$ cat src/rtl/hold_pkg.sv
// Shared definitions for the hold generator / receiver pair.
package hold_pkg;

    // Receiver state encoding
    typedef enum logic [1:0] {
        IDLE = 2'd0,
        HIGH = 2'd1,
        TAIL = 2'd2
    } hold_rx_state_t;

    // Generator state constants, kept here so both ends agree on one file
    localparam logic [1:0] GEN_ST_IDLE = 2'd0;
    localparam logic [1:0] GEN_ST_HOLD = 2'd1;
    localparam logic [1:0] GEN_ST_GAP  = 2'd2;

    // Two-bit saturating increment used for the per-frame toggle count
    function automatic logic [1:0] sat_inc2(input logic [1:0] v);
        return (v == 2'b11) ? v : v + 2'd1;
    endfunction

endpackage

$ cat src/rtl/hold_rx_if.sv
// Bundle between the hold generator (master) and the hold receiver (slave).
// frame_cnt exists only when HOLD_RX_STATS_EN is defined.
interface hold_rx_if #(
    parameter int unsigned LEN_W = 4
);
    logic             g_in;
    logic             f_in;
    logic             busy;
    logic             done;
    logic [LEN_W-1:0] len;
    logic             len_err;
    logic             f_err;
`ifdef HOLD_RX_STATS_EN
    logic [15:0]      frame_cnt;
`endif

    modport master (
        output g_in, f_in,
`ifdef HOLD_RX_STATS_EN
        input  frame_cnt,
`endif
        input  busy, done, len, len_err, f_err
    );

    modport slave (
        input  g_in, f_in,
`ifdef HOLD_RX_STATS_EN
        output frame_cnt,
`endif
        output busy, done, len, len_err, f_err
    );
endinterface

$ cat src/rtl/hold_edge.sv
// Registers g_in/f_in once and derives rise, fall and toggle strobes.
module hold_edge (
    input  logic clk,
    input  logic rst,
    input  logic g_in,
    input  logic f_in,
    output logic rise,
    output logic fall,
    output logic tog
);
    logic g_d;
    logic f_d;

    // Previous-cycle copies of the inputs
    always_ff @(posedge clk or posedge rst) begin
        if (rst) begin
            g_d <= 1'b0;
            f_d <= 1'b0;
        end else begin
            g_d <= g_in;
            f_d <= f_in;
        end
    end

    // Edge strobes compare the live input against last cycle's value
    always_comb begin
        rise = g_in & ~g_d;
        fall = ~g_in & g_d;
        tog  = f_in ^ f_d;
    end
endmodule

$ cat src/rtl/hold_rx.sv
// Hold-frame receiver: measures the g_in high length of each frame and checks
// that f_in toggled exactly once. Optional HOLD_RX_STATS_EN adds a 16-bit
// completed-frame counter on the interface.
module hold_rx
    import hold_pkg::*;
#(
    parameter int unsigned EXP_LEN = 7,
    parameter int unsigned LEN_W   = 4,
    parameter int unsigned F_WIN   = 2
) (
    input  logic       clk,
    input  logic       rst,
    hold_rx_if.slave   bus
);
    localparam int unsigned WIN_W = (F_WIN < 2) ? 1 : $clog2(F_WIN + 1);

    logic rise;
    logic fall;
    logic tog;

    hold_rx_state_t   state_q, state_d;
    logic [LEN_W-1:0] cnt_q, cnt_d;
    logic             sat_q, sat_d;
    logic [1:0]       tcnt_q, tcnt_d;
    logic [WIN_W-1:0] win_q, win_d;
    logic             done_q, done_d;
    logic [LEN_W-1:0] len_q, len_d;
    logic             len_err_q, len_err_d;
    logic             f_err_q, f_err_d;
    logic [1:0]       tcnt_inc;
    logic             complete;

    hold_edge u_edge (
        .clk  (clk),
        .rst  (rst),
        .g_in (bus.g_in),
        .f_in (bus.f_in),
        .rise (rise),
        .fall (fall),
        .tog  (tog)
    );

    // State and frame bookkeeping registers
    always_ff @(posedge clk or posedge rst) begin
        if (rst) begin
            state_q   <= IDLE;
            cnt_q     <= '0;
            sat_q     <= 1'b0;
            tcnt_q    <= 2'd0;
            win_q     <= '0;
            done_q    <= 1'b0;
            len_q     <= '0;
            len_err_q <= 1'b0;
            f_err_q   <= 1'b0;
        end else begin
            state_q   <= state_d;
            cnt_q     <= cnt_d;
            sat_q     <= sat_d;
            tcnt_q    <= tcnt_d;
            win_q     <= win_d;
            done_q    <= done_d;
            len_q     <= len_d;
            len_err_q <= len_err_d;
            f_err_q   <= f_err_d;
        end
    end

    // Next-state logic; completion results are captured into the output registers
    always_comb begin
        state_d   = state_q;
        cnt_d     = cnt_q;
        sat_d     = sat_q;
        tcnt_d    = tcnt_q;
        win_d     = win_q;
        done_d    = 1'b0;
        len_d     = len_q;
        len_err_d = len_err_q;
        f_err_d   = f_err_q;
        complete  = 1'b0;
        // Toggle count including this cycle's toggle, so a toggle on the
        // closing cycle still belongs to the ending frame
        tcnt_inc  = tog ? sat_inc2(tcnt_q) : tcnt_q;

        unique case (state_q)
            IDLE: begin
                if (rise) begin
                    state_d = HIGH;
                    cnt_d   = LEN_W'(1);
                    sat_d   = 1'b0;
                    tcnt_d  = 2'd0;
                end
            end
            HIGH: begin
                tcnt_d = tcnt_inc;
                if (fall) begin
                    if (tcnt_inc != 2'd0) begin
                        complete = 1'b1;
                        state_d  = IDLE;
                    end else begin
                        state_d = TAIL;
                        win_d   = WIN_W'(F_WIN);
                    end
                end else if (cnt_q == '1) begin
                    sat_d = 1'b1;
                end else begin
                    cnt_d = cnt_q + LEN_W'(1);
                end
            end
            TAIL: begin
                tcnt_d = tcnt_inc;
                if (win_q != '0) begin
                    win_d = win_q - WIN_W'(1);
                end
                if (rise) begin
                    // Early next frame closes this one and restarts counting
                    complete = 1'b1;
                    state_d  = HIGH;
                    cnt_d    = LEN_W'(1);
                    sat_d    = 1'b0;
                    tcnt_d   = 2'd0;
                end else if (tog || win_q <= WIN_W'(1)) begin
                    complete = 1'b1;
                    state_d  = IDLE;
                end
            end
            default: state_d = IDLE;
        endcase

        if (complete) begin
            done_d    = 1'b1;
            len_d     = cnt_q;
            len_err_d = (cnt_q != LEN_W'(EXP_LEN)) | sat_q;
            f_err_d   = (tcnt_inc != 2'd1);
        end
    end

`ifdef HOLD_RX_STATS_EN
    logic [15:0] frame_cnt_q;

    // Completed-frame counter, wraps naturally at 16 bits
    always_ff @(posedge clk or posedge rst) begin
        if (rst) begin
            frame_cnt_q <= 16'd0;
        end else if (complete) begin
            frame_cnt_q <= frame_cnt_q + 16'd1;
        end
    end

    assign bus.frame_cnt = frame_cnt_q;
`endif

    assign bus.busy    = (state_q != IDLE);
    assign bus.done    = done_q;
    assign bus.len     = len_q;
    assign bus.len_err = len_err_q;
    assign bus.f_err   = f_err_q;
endmodule

$ cat src/flat_wrapper.sv
// flat-port wrapper written by rule: the top's interface ports become plain ports
module hold_rx_flat import hold_pkg::*;
#(
    parameter int unsigned EXP_LEN = 7,
    parameter int unsigned LEN_W   = 4,
    parameter int unsigned F_WIN   = 2
)
  (clk, rst, bus_g_in, bus_f_in, bus_busy, bus_done, bus_len, bus_len_err, bus_f_err);
  hold_rx_if #(.LEN_W(LEN_W)) bus_i ();
  input  logic clk;
  input  logic rst;
  input wire logic [$bits(bus_i.g_in)-1:0] bus_g_in;
  input wire logic [$bits(bus_i.f_in)-1:0] bus_f_in;
  output wire logic [$bits(bus_i.busy)-1:0] bus_busy;
  output wire logic [$bits(bus_i.done)-1:0] bus_done;
  output wire logic [$bits(bus_i.len)-1:0] bus_len;
  output wire logic [$bits(bus_i.len_err)-1:0] bus_len_err;
  output wire logic [$bits(bus_i.f_err)-1:0] bus_f_err;
  assign bus_i.g_in = bus_g_in;
  assign bus_i.f_in = bus_f_in;
  assign bus_busy = bus_i.busy;
  assign bus_done = bus_i.done;
  assign bus_len = bus_i.len;
  assign bus_len_err = bus_i.len_err;
  assign bus_f_err = bus_i.f_err;
  hold_rx #(.EXP_LEN(EXP_LEN), .LEN_W(LEN_W), .F_WIN(F_WIN)) u_core (.clk(clk), .rst(rst), .bus(bus_i));
endmodule
$ cat config.mk
export PLATFORM = sky130hd
export DESIGN_NAME = hold_rx_flat
export DESIGN_NICKNAME = d
export VERILOG_FILES = /design/src/rtl/hold_pkg.sv /design/src/rtl/hold_rx_if.sv /design/src/rtl/hold_edge.sv /design/src/rtl/hold_rx.sv /design/src/flat_wrapper.sv
export SDC_FILE = /design/constraint.sdc
export NUM_CORES = 1
export LEC_CHECK = 0
export BUFFER_PORTS_ARGS = -buffer_cell sky130_fd_sc_hd__clkbuf_2
export CAP_MARGIN = 0
export CORE_MARGIN = 2
export CORE_UTILIZATION = 56
export CTS_CLUSTER_DIAMETER = 120
export DETAILED_ROUTE_END_ITERATION = 12
export GPL_TIMING_DRIVEN = 0
export PLACE_DENSITY = 0.77
export SYNTH_ARGS = -nofsm -noshare
export SYNTH_HDL_FRONTEND = slang
export SYNTH_HIERARCHICAL = 1
export SYNTH_SLANG_ARGS = --single-unit
$ cat constraint.sdc
create_clock -name clk -period 2.4 [get_ports clk]
set_input_delay 0.24 -clock clk [delete_from_list [all_inputs] [get_ports clk]]
set_output_delay 0.24 -clock clk [all_outputs]
set_load 0.02 [all_outputs]
==> impl_table.tex <==
\begin{tabular}{lr}
\hline
Metric & Value \\
\hline
\multicolumn{2}{l}{\textbf{Clocking}} \\
\quad Htree depth & 1 \\
\quad Latest clock arrival within the worst-skew pair & 0.31 ns \\
\quad Clock tree from TritonCTS & built \\
\quad \# clock sinks & 20 \\
\quad Maximum number of buffers from clock root to sink & 2 \\
\quad Number of CTS-inserted buffers & 3 \\
\quad Clock-pin slew on the worst setup and hold paths & 0.11 ns \\
\quad Clock root buffer & sky130\_fd\_sc\_hd\_\_clkbuf\_4 \\
\multicolumn{2}{l}{\textbf{STA}} \\
\quad Max Clock Freq & 0.529 GHz \\
\quad Total negative slack & 0 ns \\
\quad Number of setup violations in the final report & 0 \\
\quad Max-slew violation count & 0 \\
\quad Worst clock skew & 0.000836 ns \\
\quad Final hold viol count & 0 \\
\quad Worst slew margin & 53.9\% \\
\quad Post-route clock period utilization & 78.8\% \\
\quad RSZ-0062 raised after global routing & no \\
\quad Crit path time final & 1.89 ns \\
\quad Measured slew at the worst slew-check pin & 0.691 ns \\
\multicolumn{2}{l}{\textbf{Hold path}} \\
\quad Hold depth & 1 \\
\quad Endpoint with the worst hold slack & u\_core/u\_edge/f\_d \\
\quad Startpoint of the tightest hold check path & bus\_f\_in \\
\quad HP Class & primary input to flop \\
\multicolumn{2}{l}{\textbf{Critical path}} \\
\quad Crit path max fanout & 6 \\
\quad Critical path buffer and inverter count & 1 \\
\quad Worst setup slack for register-to-register paths & 0.51 ns \\
\quad Cell count along the critical path & 5 \\
\quad Endpoint of the worst-slack reg-to-reg timing path & u\_core/cnt\_q[0] \\
\quad Ordered list of cells on the worst path & inv\_1, ha\_1, or3b\_1, a22oi\_2, mux2\_2 \\
\quad Worst flop-to-flop path startpoint & u\_core/state\_q[1] \\
\quad Critical path required time & 2.61 ns \\
\quad Delay-heaviest family, CP & flip-flops \\
\quad Sort of element at the start of the critical path & flop \\
\quad Path type of the worst setup path & flop to flop \\
\quad Critical Path End Type & flop \\
\quad Logic depth of the worst register-to-register path & 5 \\
\quad Crit-path slowest cell & sky130\_fd\_sc\_hd\_\_dfrtp\_1 \\
\quad Largest stage delay on the critical path & 0.42 ns \\
\quad Data arrival time at the worst-slack endpoint & 2.10 ns \\
\multicolumn{2}{l}{\textbf{Routing}} \\
\quad Post-detailed-route via-to-cell ratio & 5.65 \\
\quad Routed wirelength normalized by instance count & 14.2 um \\
\quad Remaining number of nets flagged by the antenna check after routing & 0 \\
\quad Overall via count from detail\_route & 842 \\
\quad Initial DRT Pass Iterations & 4 \\
\quad Detailed router's first-iteration violation count & 13 \\
\quad Routed wire length & 2.11 mm \\
\quad Number of remaining DRC errors & 0 \\
\multicolumn{2}{l}{\textbf{Final layout}} \\
\quad Diode count & 0 \\
\quad Synth-to-layout area growth & 13.4\% \\
\quad \# nets final & 134 \\
\quad Register area & 500 sq um \\
\quad Finished Core Util & 66.7\% \\
\quad Final cell count without fillers & 149 \\
\quad Proportion of layout cells with a drive suffix above 1 & 23.8\% \\
\quad Area taken by multi-input logic gates & 569 sq um \\
\quad Final-layout fill cell count & 156 \\
\multicolumn{2}{l}{\textbf{Synthesis}} \\
\quad Post-synth top area share & 44.3\% \\
\quad Main synth FF type & sky130\_fd\_sc\_hd\_\_dfrtp\_1 \\
\quad EDFF count, synth & 0 \\
\quad Flop and latch count out of synthesis & 20 \\
\quad Mean post-synth cell area & 10.7 sq um \\
\quad Cell accounting for the most synthesized area & sky130\_fd\_sc\_hd\_\_dfrtp\_1 \\
\quad Post-synthesis instance area & 0.00113 sq mm \\
\quad Number of cells produced by synthesis & 106 \\
\quad Net count after synthesis & 117 \\
\quad Number of distinct library cells after synthesis & 38 \\
\quad Count of yosys warnings during synthesis & 6 \\
\quad Ranking of synthesized cells by instance count & 20 x sky130\_fd\_sc\_hd\_\_dfrtp\_1, 11 x sky130\_fd\_sc\_hd\_\_inv\_1, 8 x sky130\_fd\_sc\_hd\_\_mux2\_2, 7 x sky130\_fd\_sc\_hd\_\_ha\_1 \\
\quad Most instantiated library cell after synthesis & sky130\_fd\_sc\_hd\_\_dfrtp\_1 \\
\quad Async SR Flop Fraction & 100\% \\
\quad Largest cells by area after synthesis & sky130\_fd\_sc\_hd\_\_dfrtp\_1 44\%, sky130\_fd\_sc\_hd\_\_mux2\_2 8.0\%, sky130\_fd\_sc\_hd\_\_ha\_1 7.8\% \\
\quad Fraction of the yosys area taken by sequential cells & 44.3\% \\
\multicolumn{2}{l}{\textbf{Pwr}} \\
\quad Overall power after layout & 1.47 mW \\
\quad Leakage Power & 0.591 nW \\
\quad Total power per unit cell area & 1150 mW/mm\^{}2 \\
\quad Worst IR drop on VDD & 0.691 mV \\
\multicolumn{2}{l}{\textbf{Die}} \\
\quad Standard-cell rows & 16 \\
\quad Area of the die & 0.00239 sq mm \\
\quad Die boundary width & 48.9 um \\
\quad Floorplan die height & 48.9 um \\
\quad Core area & 0.00192 sq mm \\
\quad Initial standard-cell utilization of the core & 58.8\% \\
\quad I/O pin total & 12 \\
\multicolumn{2}{l}{\textbf{Status}} \\
\quad Run status & complete, no violations \\
\multicolumn{2}{l}{\textbf{Place}} \\
\quad Detailed placer's ending HPWL & 1.55 mm \\
\quad Gp weighted congestion & 0.825 \\
\quad Cell total after placement & 144 \\
\quad Count of buffers from port buffering & 11 \\
\multicolumn{2}{l}{\textbf{Global routing}} \\
\quad GR Overflow Total & 0 \\
\quad Overall Global Routing Usage & 20.4\% \\
\quad Maximum number of pins on one net before global-route repair & 19 \\
\quad Initial antenna violation count & 0 \\
\quad Wire length of the first global-routing pass & 3.68 mm \\
\quad Via count of the first global-routing pass & 838 \\
\multicolumn{2}{l}{\textbf{Job}} \\
\quad Max-Cap Viols & 0 \\
\hline
\end{tabular}
-- power breakdown --
| part | internal, mW | switching, mW |
|---|---|---|
| combinational | 0.279 | 0.393 |
| sequential | 0.435 | 0.0837 |
| clock | 0.169 | 0.110 |
| total | 0.883 | 0.586 |
-- kinds of logic (layout without fill, tap and decap cells) --
family	count (synthesis)	in the layout	synth area share, %
buf+inv	14	30	5.32
fa+ha+maj	7	7	7.75
mux	11	11	10.6
xor+xnor	2	2	1.55
simple gates	33	33	16.8
flops	20	20	44.3
compound gates	19	19	13.6
-- cell usage in the layout (no fill, tap or decap), types with 2 or more instances in the layout --
cell type and instances:
sky130_fd_sc_hd__dfrtp_1 20, sky130_fd_sc_hd__clkbuf_2 11, sky130_fd_sc_hd__inv_1 11, sky130_fd_sc_hd__mux2_2 8
sky130_fd_sc_hd__ha_1 7, sky130_fd_sc_hd__nor2_1 6, sky130_fd_sc_hd__nand2_1 6, sky130_fd_sc_hd__nand3_1 4
sky130_fd_sc_hd__nor2b_1 4, sky130_fd_sc_hd__clkbuf_4 3, sky130_fd_sc_hd__mux2i_1 3, sky130_fd_sc_hd__nor3_1 3
sky130_fd_sc_hd__clkbuf_1 2, sky130_fd_sc_hd__o21ai_0 2, sky130_fd_sc_hd__a21oi_1 2, sky130_fd_sc_hd__nor4b_1 2
sky130_fd_sc_hd__a31oi_1 2, sky130_fd_sc_hd__a2bb2oi_1 2
-- state kept, by name, summed over array words and instances, names as in the netlist, 2 cells and up --
name            count
u_core/bus.len      4
u_core/cnt_q        4
u_core/state_q      2
u_core/tcnt_q       2
u_core/win_q        2
-- metrics by stage --
| stage | hold WS (ns) | worst slack [ns] | cell area (sq um) |
|---|---|---|---|
| 3_3_place_gp | 0.0849 | 0.549 | 1220 |
| 5_1_grt | 0.0424 | 0.355 | 1280 |
| 6_report | 0.0505 | 0.508 | 1280 |
| 3_5_place_dp | 0.0874 | 0.520 | 1220 |
| 4_1_cts | 0.0470 | 0.502 | 1280 |
| 2_1_floorplan | -0.0188 | 0.649 | 1130 |
-- how the worst max path moves through the flow --
stage / start / endpoint / slack (ns)
floorplan: u_core/state_q[1] / u_core/cnt_q[0] / 0.65
global placement: u_core/state_q[1] / u_core/cnt_q[0] / 0.55
CTS: u_core/state_q[1] / u_core/cnt_q[0] / 0.50
detailed placement: u_core/state_q[1] / u_core/cnt_q[0] / 0.52
global route: u_core/state_q[1] / u_core/cnt_q[0] / 0.35
finish: u_core/state_q[1] / u_core/cnt_q[0] / 0.51
-- layout make-up --
cell class | instances | area share (%)
Sequential cell | 20 | 39.1
Buffer | 3 | 1.46
Multi-Input combinational cell | 72 | 44.4
Inverter | 11 | 3.22
Clock inverter | 1 | 2.34
Tap cell | 27 | 2.64
Clock buffer | 3 | 1.76
Timing Repair Buffer | 12 | 5.08
-- routing by layer --
layer	global-route usage, %	share of wire (%)	up-vias
li1	-	-	418
met5	0	0	-
met1	25.9	47	405
met4	10.0	2.3	0
met2	33.6	48	14
met3	3.68	2.8	5
-- what timing repair did --
| action | 4_1_cts | 5_1_grt |
|---|---|---|
| setup buffers | 0 | 0 |
| resized for setup | 0 | 0 |
| endpoints found under the hold margin | 2 | 0 |
| setup endpoints to repair | 0 | 0 |
| hold buffers | 1 | 0 |
(Power assumes the default switching activity.)
